File: src/rtl/mem_access_sequencer.sv
// mem_access_sequencer
//   Sequences one data-memory access per load/store instruction through a
//   three-state FSM (IDLE -> REQ -> DONE). The address, store data, access
//   type and register-write enable are latched when the request is accepted.
//   They stay frozen until the memory acknowledges the access. The PC is held
//   through the access and released in DONE.
//
// Optional feature: define MEM_TIMEOUT_EN to abort a REQ that has not been
//   acknowledged within TIMEOUT_CYCLES cycles. The abort raises err and
//   returns to IDLE. Without the macro, REQ waits for mem_ack indefinitely.
//
// Ports
//   clk, rst              clock, synchronous active-high reset
//   MEM_RS, MEM_WS        read / write request from decode (sampled in IDLE)
//   CNTRL_RS              register write enable from decode (latched)
//   addr_in, wdata_in     effective address and store data (latched)
//   mem_req, mem_we       memory request and direction (1 = write)
//   mem_addr, mem_wdata   latched address / store data
//   mem_ack, mem_rdata    memory completion pulse and read data
//   rd_data, rd_valid     captured load data and its one-cycle valid
//   reg_we                one-cycle register write enable in DONE
//   stall                 PC hold
//   err                   one-cycle error pulse (illegal request / timeout)
module mem_access_sequencer #(
    parameter int ADDR_WIDTH     = 32,
    parameter int DATA_WIDTH     = 32,
    parameter int TIMEOUT_CYCLES = 16
) (
    input  logic                  clk,
    input  logic                  rst,
    input  logic                  MEM_RS,
    input  logic                  MEM_WS,
    input  logic                  CNTRL_RS,
    input  logic [ADDR_WIDTH-1:0] addr_in,
    input  logic [DATA_WIDTH-1:0] wdata_in,
    output logic                  mem_req,
    output logic                  mem_we,
    output logic [ADDR_WIDTH-1:0] mem_addr,
    output logic [DATA_WIDTH-1:0] mem_wdata,
    input  logic                  mem_ack,
    input  logic [DATA_WIDTH-1:0] mem_rdata,
    output logic [DATA_WIDTH-1:0] rd_data,
    output logic                  rd_valid,
    output logic                  reg_we,
    output logic                  stall,
    output logic                  err
);

    localparam logic [1:0] IDLE = 2'd0;
    localparam logic [1:0] REQ  = 2'd1;
    localparam logic [1:0] DONE = 2'd2;

    if (TIMEOUT_CYCLES < 2 || TIMEOUT_CYCLES > 255) begin : g_bad_timeout
        $error("mem_access_sequencer: TIMEOUT_CYCLES must be in 2..255");
    end

    logic [1:0] state;
    logic       we_q;
    logic       cntrl_q;
    logic       one_req;
    logic       both_req;
    logic       timeout;

    assign one_req  = MEM_RS ^ MEM_WS;
    assign both_req = MEM_RS & MEM_WS;

`ifdef MEM_TIMEOUT_EN
    localparam logic [7:0] TO_LIMIT = 8'(TIMEOUT_CYCLES);
    logic [7:0] cnt;
    // cnt holds the number of REQ cycles already completed. The current cycle
    // is the last one allowed when cnt+1 reaches the limit.
    assign timeout = (cnt + 8'd1) == TO_LIMIT;
`else
    assign timeout = 1'b0;
`endif

    always_ff @(posedge clk) begin
        if (rst) begin
            state     <= IDLE;
            we_q      <= 1'b0;
            cntrl_q   <= 1'b0;
            mem_addr  <= '0;
            mem_wdata <= '0;
            rd_data   <= '0;
            err       <= 1'b0;
`ifdef MEM_TIMEOUT_EN
            cnt       <= 8'd0;
`endif
        end else begin
            err <= 1'b0;
            case (state)
                IDLE: begin
                    if (one_req) begin
                        we_q      <= MEM_WS;
                        cntrl_q   <= CNTRL_RS;
                        mem_addr  <= addr_in;
                        mem_wdata <= wdata_in;
                        state     <= REQ;
`ifdef MEM_TIMEOUT_EN
                        cnt       <= 8'd0;
`endif
                    end else if (both_req) begin
                        err <= 1'b1;
                    end
                end
                REQ: begin
                    // ack is checked first so an ack in the final allowed
                    // cycle still completes the access
                    if (mem_ack) begin
                        if (!we_q) rd_data <= mem_rdata;
                        state <= DONE;
                    end else if (timeout) begin
                        err   <= 1'b1;
                        state <= IDLE;
                    end
`ifdef MEM_TIMEOUT_EN
                    else begin
                        cnt <= cnt + 8'd1;
                    end
`endif
                end
                DONE:    state <= IDLE;
                default: state <= IDLE;
            endcase
        end
    end

    assign mem_req  = (state == REQ);
    assign mem_we   = we_q;
    assign rd_valid = (state == DONE) && !we_q;
    assign reg_we   = (state == DONE) && cntrl_q;
    assign stall    = (state == REQ) || ((state == IDLE) && one_req);

endmodule

File: config.mk
export PLATFORM = sky130hd
export DESIGN_NAME = mem_access_sequencer
export DESIGN_NICKNAME = d
export VERILOG_FILES = /design/src/rtl/mem_access_sequencer.sv
export SDC_FILE = /design/constraint.sdc
export NUM_CORES = 1
export LEC_CHECK = 0
export CAP_MARGIN = 5
export CORE_UTILIZATION = 40
export DETAILED_ROUTE_END_ITERATION = 8
export PLACE_DENSITY = 0.75
export SLEW_MARGIN = 20
export SYNTH_ARGS = -nofsm -noshare
export SYNTH_HDL_FRONTEND = slang
export SYNTH_SLANG_ARGS = --single-unit
File: constraint.sdc
create_clock -name clk -period 2.7 [get_ports clk]
set_input_delay 0.54 -clock clk [delete_from_list [all_inputs] [get_ports clk]]
set_output_delay 0.54 -clock clk [all_outputs]
set_load 0.005 [all_outputs]
Word level (Yosys, flattened, before mapping)
Index checks and enable logic that the tools add are counted.

Equality and inequality tests: 4. Muxes and demuxes: 4. Bitwise operators: 4. Reductions and logical operators: 10.

Operators by type and width (count): 2-bit 2-to-1 mux (2); 2-bit case mux with 2 select lines (1); 2-bit AND reduction (2); 1-bit logical AND (3); 3-bit AND reduction (1); 3-bit OR reduction (1); 2-bit by 1-bit == test with 1-bit output (second input constant) (1); 2-bit == test (second input constant) (1); 2-bit zero test (1); 2-bit by 1-bit inequality test with 1-bit output (second input constant) (1); 2-bit inequality test (second input constant) (1); 1-bit NOT (2); 1-bit bitwise AND (1); 1-bit zero test (1); 1-bit logical OR (1); 1-bit 2-to-1 mux (1); 1-bit bitwise XOR (1).

Register bits: 101. Bits of input ports: 102. Output and inout port bits: 102. Logic and storage cells: 29.

Longest topological paths before layout
Gate-level depths: netlist of the first run.

Depth in word-level cells: 3. Depth in mapped cells: 6. Depth with buffers taken out: 3.

Worst setup path after synthesis of the first run
Ideal clock, no wire load.

Kind: input to output. From: input MEM_RS. To: output stall. Arrival time: 1.507 ns. Required time: 2.160 ns. Slack: 0.653 ns. Stages: 5. Buffers on the path: 2. Cell sequence: ha_1 > nor3b_2 > buf_6 > buf_8 > or2_2.

Cells in the longest elaborated chain, start to end: 3.

RTL lines: from (decl) (RTL line 31) `input logic MEM_RS,`; 1-bit bitwise XOR (RTL line 64) `assign one_req = MEM_RS ^ MEM_WS;`; 1-bit logical AND (RTL line 132) `assign stall = (state == REQ) || ((state == IDLE) && one_req);`; 1-bit logical OR (RTL line 132); to (decl) (RTL line 45) `output logic stall,`.

Every way passes these cells.

Worst setup path in the final report of the first run
From: input MEM_WS. To: output stall.

Cells in the longest elaborated chain, start to end: 3.

RTL lines: from (decl) (RTL line 32) `input logic MEM_WS,`; 1-bit bitwise XOR (RTL line 64); 1-bit logical AND (RTL line 132); 1-bit logical OR (RTL line 132).

Every way passes these cells.

==> qor.yml, run 1 <==
synthesis:
  postSynthNetCount: 544
  ys_seq_area_share_pct: 44.1
  yosysUniqueCellTypes: 20
  synth-xor-area-share_pct: 0
  synthAdderAreaFrac_pct: 0.273
  ys_warn_count: 0
  syn_inst: 441
  synth_compound_area_share_pct: 0.218
  synth_top_family_by_area: "simple AND/OR/NAND/NOR gates"
  synthArstFlopShare_pct: 0
  yosys.area_share.simple_pct: 28.6
  ys.flop_type: "dfxtp_1"
  synth_area_per_cell_um2: 10.4
  synth_seq_cells: 101
  synth_edf_count: 0
  synth_mux_area_share_pct: 21.4
  syn_area_mm2: 0.00459
critical_path:
  path_max_fanout: 2
  worstPathRequired_ns: 2.16
  crit_arrival_ns: 1.99
  critPathLaunchType: "primary input"
  crit_type: "primary input to output port"
  cp-end-kind: "output port"
clock_tree:
  cts_tree: "done"
  cts-root-buf: "clkbuf_16"
  h-tree-depth: 3
  cts-buffers-inserted: 9
  cts_hold_buf: 0
  clk_latency_ns: 0.34
  clkTransAtPathRegs_ns: 0.07
  cts.sinks: 101
  clockBufferDepth: 2
floorplan:
  dieArea_mm2: 0.0119
  coreArea_mm2: 0.0110
  pin_count: 204
  initial_core_util_pct: 41.8
  die_w_um: 109
  num_rows: 38
  die_h_um: 109
place:
  gp_congestion: 0.744
  hpwl_mm: 7.94
  port_buffers: 203
sta:
  grt_setup_unrepaired: "false"
  tns_ns: 0
  min_period_over_period_pct: 93.8
  tightestPinTransition_ns: 0.704
  finalHoldViolCount: 0
  slew_violations: 0
  relSlewSlack_pct: 53.1
  fin_crit_ns: 2.53
  finClkSkew_ns: 0.0112
  holdWs_ns: 0.471
  fmax_ghz: 0.395
  finalSetupViolations: 0
global_routing:
  antenna_found_initial: 0
  grt_max_degree: 118
  first_global_vias: 3555
  grt_overflow: 0
  grt_util_all_layers_pct: 17.8
  grt_pass1_wl_mm: 16.6
pwr:
  total_power_uw: 3800
  p_leak_uw: 0.00260
  p_per_area_mw_per_mm2: 549
  ir_drop_mv: 0.290
finish:
  synthToLayoutAreaGrowth_pct: 51.2
  finalNetCount: 730
  num_antenna_cells: 0
  drive_gt1_share_pct: 4.59
  utilization_pct: 63.1
drt:
  wl_met3_mm: 1.10
  wl_met2_mm: 5.18
  routed_wl_mm: 10.9
  via_count: 3550
  drc_errors: 0
  via_per_inst: 4.60
  wirelength_met1_mm: 4.46
  firstDrtPassIters: 4
  dr.max_layer_used: "met4"
  first_iter_violations: 125
  ant_nets: 0
  avgRoutedWirePerCell_um: 14.1
hold_path:
  min_path_type: "flop to flop"
job:
  drv_cap: 0
status:
  status: "complete, no violations"
## power by group
group          switching [uW]  internal, uW
combinational             266           507
sequential               66.9          1610
clock                     575           782
total                     908          2900
## layout by cell type (no fill, tap or decap), types with 2 or more instances in the layout
| master | instances |
|---|---|
| nand2b_1 | 196 |
| nor3b_1 | 2 |
| clkbuf_16 | 9 |
| dfxtp_1 | 101 |
| clkdlybuf4s50_1 | 201 |
| mux2i_1 | 98 |
| buf_12 | 2 |
| buf_4 | 5 |
| inv_6 | 3 |
| clkbuf_8 | 2 |
## Yosys cell counts, types with 2 or more instances
library cell  instances  share of area (%)
nand2b_1            196                 27
dfxtp_1             101                 44
mux2i_1              98                 21
clkbuf_1             16                1.3
buf_2                 6               0.65
buf_4                 4               0.65
buf_12                3                1.3
buf_8                 3               0.98
buf_6                 2               0.49
nor3b_1               2               0.33
## area by class of cell
cell class | instances | area (um^2)
Tap cell | 140 | 175
Sequential cell | 101 | 2020
Clock buffer | 11 | 253
Clock inverter | 5 | 65.1
Timing Repair Buffer | 209 | 2100
Fill cell | 950 | 4050
Multi-Input combinational cell | 306 | 2320
## critical path, cell delays in order
cell	delay (ns)
clkdlybuf4s50_1	0.43
ha_1	0.31
nor3b_4	0.16
or2_2	0.27
dlygate4sd2_1	0.28
## logic make-up after synthesis
family                     count (synthesis)
adders and majority gates                  1
DFF                                      101
muxes                                     98
AOI/OAI and AO/OA                          1
and+or+nand+nor                          206
buffers and inverters                     34
## repair_timing
item	4_1_cts	5_1_grt
setup endpoints to repair	1	0
gates resized for setup	1	0
setup buffers	0	0
## metrics by stage
stage          setup WS, ns  std cells  area, um^2
6_report              0.168        772        6940
3_5_place_dp         -0.122        756        6620
3_3_place_gp        -0.0617        756        6620
2_1_floorplan         0.653        441        4590
5_1_grt              0.0709        772        6940
4_1_cts               0.167        772        6940
## final timing paths
kind                                  start                        end  slack (ns)  depth (start not counted)
setup reg to reg      state[1]$_SDFFE_PP0P_  mem_addr[28]$_SDFFE_PP0P_        0.78                          4
hold / removal    mem_addr[11]$_SDFFE_PP0P_  mem_addr[11]$_SDFFE_PP0P_        0.47                          2
setup / recovery                     MEM_WS                      stall        0.17                          5
hold reg to reg   mem_addr[11]$_SDFFE_PP0P_  mem_addr[11]$_SDFFE_PP0P_        0.47                          2
## routing by layer
layer  vias to the layer above  global-route usage [%]
li1                       1793                       -
met4                         0                    5.69
met3                        12                    7.11
met2                       132                    30.7
met5                         -                       0
met1                      1613                    20.0
## state kept, by name (all words and copies together) (netlist names)
signal,cells
mem_addr,32
mem_wdata,32
rd_data,32
state,2
cntrl_q,1
err,1
mem_we,1
(Power assumes the default switching activity.)
==> inputs of run 2 (changes only) <==
--- a/config.mk
+++ b/config.mk
@@ -6,9 +6,11 @@
 export NUM_CORES = 1
 export LEC_CHECK = 0
 export CAP_MARGIN = 5
+export CORE_MARGIN = 1
 export CORE_UTILIZATION = 40
 export DETAILED_ROUTE_END_ITERATION = 8
 export PLACE_DENSITY = 0.75
+export SKIP_CTS_REPAIR_TIMING = 1
 export SLEW_MARGIN = 20
 export SYNTH_ARGS = -nofsm -noshare
 export SYNTH_HDL_FRONTEND = slang
==> run 2 against run 1 <==
Utilization barely moved. First-iteration DRC count did not move. Non-clock buffer count did not move. Sequential cell count did not move. Die area did not move. Final area barely moved. Combinational power barely moved. Hold slack did not move. Final cell count did not move. Count of clock-buffer cells in the layout did not move. Critical endpoint is now mem_addr[28]$_SDFFE_PP0P_.
==> qor.yml, run 2 (synthesized netlist as in run 1, its figures left out) <==
drt:
  firstDrtPassIters: 4  # unchanged
  ant_nets: 0  # unchanged
  via_per_inst: 4.60  # about the same
  first_iter_violations: 125  # unchanged
  avgRoutedWirePerCell_um: 14.1  # unchanged
  routed_wl_mm: 10.9  # unchanged
  drc_errors: 0  # unchanged
  via_count: 3553  # +0.085%
finish:
  synthToLayoutAreaGrowth_pct: 51.3  # about the same
  num_antenna_cells: 0  # unchanged
  drive_gt1_share_pct: 4.59  # unchanged
  final_common_cell: "clkdlybuf4s50_1"
  final_cells: 772  # unchanged
  finalInstanceArea_mm2: 0.00694  # about the same
  finalNetCount: 730  # unchanged
  utilization_pct: 63.2  # about the same
  final_cell_mix: "clkdlybuf4s50_1, nand2b_1, dfxtp_1, mux2i_1, clkbuf_16"
  largest_registers: "mem_addr x32, mem_wdata x32, rd_data x32"
floorplan:
  die_h_um: 109  # unchanged
  dieArea_mm2: 0.0119  # unchanged
  num_rows: 38  # unchanged
  pin_count: 204  # unchanged
  coreArea_mm2: 0.0110  # unchanged
  initial_core_util_pct: 41.8  # unchanged
  die_w_um: 109  # unchanged
pwr:
  power_frac_seq_pct: 44.0  # about the same
  p_sw_uw: 908  # about the same
  p_leak_uw: 0.00261  # +0.30%
  ir_drop_mv: 0.290  # about the same
  switching_share_pct: 23.9  # about the same
  p_per_area_mw_per_mm2: 548  # about the same
  combPwrFrac_pct: 20.3  # about the same
  intPower_uw: 2900  # about the same
  clock_power_share_pct: 35.7  # about the same
critical_path:
  critPathLaunchType: "primary input"
  path_buf_inv: 3  # +1
  cp_cell_sequence: "clkdlybuf4s50_1, ha_1, nor3b_4, buf_4, buf_4, mux2i_1"
  path_max_fanout: 43  # +41
  cp-end-kind: "flop"
  path_common_cell: "buf_4"
  reg2reg_slack_ns: 0.78  # about the same
  cp_slowest_cell: "buf_4"
  max_stage_delay_ns: 0.60  # +0.17 ns
  cpLargestDelayFamily: "buffers and inverters"
  crit_type: "primary input to flop"
  crit_arrival_ns: 2.72  # +0.73 ns
  worstPathRequired_ns: 2.95  # +0.79 ns
place:
  gp_congestion: 0.744  # unchanged
  hpwl_mm: 7.94  # unchanged
  port_buffers: 203  # unchanged
  place_inst: 756  # unchanged
  placed_cell_area_mm2: 0.00662  # unchanged
global_routing:
  grt_overflow: 0  # unchanged
  grt_pass1_wl_mm: 16.6  # about the same
  first_global_vias: 3555  # unchanged
  antenna_found_initial: 0  # unchanged
  grt_util_all_layers_pct: 17.8  # about the same
  grt_max_degree: 118  # unchanged
sta:
  fin_crit_ns: 2.47  # -0.0651 ns
  relSlewSlack_pct: 53.1  # about the same
  finClkSkew_ns: 0.0111  # -0.000106 ns
  tightestPinTransition_ns: 0.704  # +0.0000539 ns
  tns_ns: 0  # unchanged
  min_period_over_period_pct: 91.4  # -2.4 points
  grt_setup_unrepaired: "false"
  finalSetupViolations: 0  # unchanged
  fmax_ghz: 0.405  # +2.6%
  slew_violations: 0  # unchanged
  finalHoldViolCount: 0  # unchanged
clock_tree:
  clk_latency_ns: 0.34  # about the same
  cts.sinks: 101  # unchanged
  clkTransAtPathRegs_ns: 0.07  # about the same
  clockBufferDepth: 2  # unchanged
  cts-root-buf: "clkbuf_16"
  h-tree-depth: 3  # unchanged
  cts-buffers-inserted: 9  # unchanged
  cts_tree: "done"
hold_path:
  min_path_type: "flop to flop"
status:
  status: "complete, no violations"
job:
  drv_cap: 0  # unchanged
## run 2: metal layers
metal / global-route usage [%] / vias to the layer above / part of all wire [%]
met2: 30.7 / 132 / 48
met5: 0 / - / 0
met1: 20.0 / 1616 / 41
li1: - / 1793 / -
met4: 5.69 / 0 / 1.5
met3: 7.17 / 12 / 10
## run 2: power by group through the flow
stage,combinational [uW],clock (uW),sequential [uW]
2_1_floorplan,365,0,1710
3_5_place_dp,785,0,1710
4_1_cts,788,1400,1670
5_1_grt,836,1460,1690
6_report,774,1360,1670
3_3_place_gp,770,0,1700
## run 2: cell type report
class | instances | area (um^2)
clock inverter | 5 | 65.1
multi-input combinational | 306 | 2320
timing repair buffer | 209 | 2100
clock buffer | 11 | 253
fill | 948 | 4040
sequential | 101 | 2020
tap | 140 | 175
## run 2: worst reg2reg max path, delay by kind of cell, from the launching register on
| kind | cells | cell delay [ns] |
|---|---|---|
| flip-flops | 1 | 0.38 |
| AND/OR/NAND/NOR | 1 | 0.22 |
| buffers and inverters | 2 | 1.01 |
| multiplexers | 1 | 0.23 |
## run 2: metrics by stage
step           worst slack (ns)  hold slack (ns)  power [uW]
3_3_place_gp            -0.0617            0.457        2470
2_1_floorplan             0.653            0.444        2070
5_1_grt                  0.0709            0.486        3980
6_report                  0.233            0.471        3810
3_5_place_dp             -0.122            0.461        2490
4_1_cts                 -0.0311            0.475        3860
## run 2: path summary, 6_finish.rpt
kind / from / endpoint / depth (start not counted)
setup / recovery: MEM_WS / mem_addr[28]$_SDFFE_PP0P_ / 6
hold / removal: mem_addr[11]$_SDFFE_PP0P_ / mem_addr[11]$_SDFFE_PP0P_ / 2
setup reg to reg: state[1]$_SDFFE_PP0P_ / mem_addr[28]$_SDFFE_PP0P_ / 4
hold reg to reg: mem_addr[11]$_SDFFE_PP0P_ / mem_addr[11]$_SDFFE_PP0P_ / 2
==> inputs of run 3 (changes only) <==
--- a/config.mk
+++ b/config.mk
@@ -6,11 +6,14 @@
 export NUM_CORES = 1
 export LEC_CHECK = 0
 export CAP_MARGIN = 5
+export CORE_ASPECT_RATIO = 1.4
 export CORE_MARGIN = 1
 export CORE_UTILIZATION = 40
 export DETAILED_ROUTE_END_ITERATION = 8
-export PLACE_DENSITY = 0.75
+export DONT_BUFFER_PORTS = 1
+export PLACE_DENSITY = 0.52
 export SKIP_CTS_REPAIR_TIMING = 1
+export SKIP_LAST_GASP = 1
 export SLEW_MARGIN = 20
 export SYNTH_ARGS = -nofsm -noshare
 export SYNTH_HDL_FRONTEND = slang
==> run 3 against run 2 <==
Register-to-register slack better by 0.36 ns. Worst setup slack better by 0.54 ns. Non-clock buffer count down 207. Sequential share of layout area up 12 points. Power down 11%. Fmax up 28%. Critical endpoint is now stall. Largest cell class unchanged. Largest power group unchanged.
==> qor.yml, run 3 (synthesized netlist as in run 1, its figures left out) <==
status:
  status: "complete, no violations"
place:
  port_buffers: 0  # -100%
  place_ws_ns: 0.832  # +0.953 ns
  hpwl_mm: 5.91  # -26%
  gp_congestion: 0.687  # -7.7%
finish:
  num_antenna_cells: 0  # unchanged
  nFillCells: 1056  # +11%
  final_cell_mix: "nand2b_1, dfxtp_1, mux2i_1, clkbuf_16"
  synthToLayoutAreaGrowth_pct: 6.06
  finalNetCount: 523  # -28%
  drive_gt1_share_pct: 5.19  # +0.60 points
  final_common_cell: "nand2b_1"
  largest_registers: "mem_addr x32, mem_wdata x32, rd_data x32"
global_routing:
  antenna_found_initial: 0  # unchanged
  grt_pass1_wl_mm: 13.6  # -18%
  grt_util_all_layers_pct: 14.4  # -3.4 points
  grt_max_degree: 200  # +69%
  first_global_vias: 2680  # -25%
  grt_overflow: 0  # unchanged
critical_path:
  reg2reg_depth: 3  # -1
  worstPathRequired_ns: 2.16  # -0.79 ns
  crit_type: "flop to output port"
  timing.rr.start: "state[0]$_SDFFE_PP0P_"
  crit_arrival_ns: 1.39  # -1.33 ns
  critPathLaunchType: "flop"
  path_max_fanout: 7  # -84%
  r2r-end: "rd_data[13]$_SDFFE_PP0P_"
  reg2reg_slack_ns: 1.14  # +0.36 ns
  crit_start: "state[1]$_SDFFE_PP0P_"
  cp_cell_sequence: "and2b_2, or2_2"
  cp_slowest_cell: "dfxtp_1"
  cp-end-kind: "output port"
  max_stage_delay_ns: 0.47  # -0.13 ns
hold_path:
  worstHoldStart: "wdata_in[15]"
  whs_endpoint: "mem_wdata[15]$_SDFFE_PP0P_"
  min_path_type: "primary input to flop"
  holdPathStages: 2  # unchanged
drt:
  drc_errors: 0  # unchanged
  wl_met3_um: 879  # -21%
  via_count: 2734  # -23%
  wl_met2_mm: 4.30  # -17%
  first_iter_violations: 87  # -30%
  dr.max_layer_used: "met4"
  via_per_inst: 4.84  # +5.1%
  ant_nets: 0  # unchanged
  firstDrtPassIters: 4  # unchanged
  wirelength_met1_mm: 3.55  # -20%
  avgRoutedWirePerCell_um: 15.7  # +11%
  routed_wl_mm: 8.85  # -19%
job:
  drv_cap: 0  # unchanged
sta:
  min_period_over_period_pct: 71.4  # -20 points
  fmax_ghz: 0.519  # +28%
  finClkSkew_ns: 0.00541  # -0.00565 ns
  finalSetupViolations: 0  # unchanged
  finalHoldViolCount: 0  # unchanged
  tightestPinTransition_ns: 0.561  # -0.143 ns
  slew_violations: 0  # unchanged
  layout_setup_ws_ns: 0.773  # +0.540 ns
  grt_setup_unrepaired: "false"
  tns_ns: 0  # unchanged
  relSlewSlack_pct: 62.6  # +9.5 points
  fin_crit_ns: 1.93  # -0.540 ns
pwr:
  p_leak_uw: 0.00182  # -30%
  ir_drop_mv: 0.385  # +33%
  p_per_area_mw_per_mm2: 700  # +28%
clock_tree:
  h-tree-depth: 3  # unchanged
  cts_tree: "done"
  cts-root-buf: "clkbuf_16"
  clk_latency_ns: 0.33  # about the same
  cts.sinks: 101  # unchanged
  clkTransAtPathRegs_ns: 0.07  # about the same
  clockBufferDepth: 2  # unchanged
  cts-buffers-inserted: 9  # unchanged
floorplan:
  num_rows: 45  # +18%
  die_h_um: 129  # +18%
  coreArea_mm2: 0.0110  # about the same
  die_w_um: 92.5  # -15%
  pin_count: 204  # unchanged
  initial_core_util_pct: 41.8  # about the same
  dieArea_mm2: 0.0119  # about the same
-- run 3: worst max path at each step --
stage	to	cells after the start
finish	stall	2
global route	stall	2
CTS	stall	2
detailed placement	mem_wdata[17]$_SDFFE_PP0P_	4
global placement	stall	3
floorplan	stall	5
-- run 3: area by class of cell --
class	count	area (um^2)	share of cell area, %
clock buffers	11	243	4.99
clock inverters	4	72.6	1.49
multi-input cells	306	2320	47.7
flip-flops and latches	101	2020	41.6
well taps	141	176	3.63
repair buffers	2	27.5	0.566
-- run 3: metal layers --
layer | global-route usage, % | up-vias
met2 | 24.1 | 125
met4 | 5.79 | 0
met1 | 16.2 | 1234
met5 | 0 | -
li1 | - | 1366
met3 | 5.97 | 9
-- run 3: metrics by stage --
stage / area, um^2 / utilization, % / total power (uW) / hold slack (ns) / cells
3_5_place_dp: 4550 / 41.4 / 2090 / 0.476 / 550
4_1_cts: 4860 / 44.3 / 3470 / 0.338 / 565
2_1_floorplan: 4590 / - / 2070 / 0.444 / 441
3_3_place_gp: 4550 / 41.4 / 2080 / 0.463 / 550
5_1_grt: 4860 / 44.3 / 3580 / 0.335 / 565
6_report: 4860 / 44.3 / 3400 / 0.353 / 565
-- run 3: power breakdown --
group / switching [uW] / total [uW] / internal [uW]
logic: 144 / 336 / 192
registers: 99.9 / 1710 / 1610
clock network: 526 / 1360 / 831
total: 770 / 3400 / 2630
-- run 3: worst max-delay path, delay by kind of cell (launching register included) --
kind | cells | cell delay (ns)
DFF | 1 | 0.47
and+or+nand+nor | 2 | 0.59
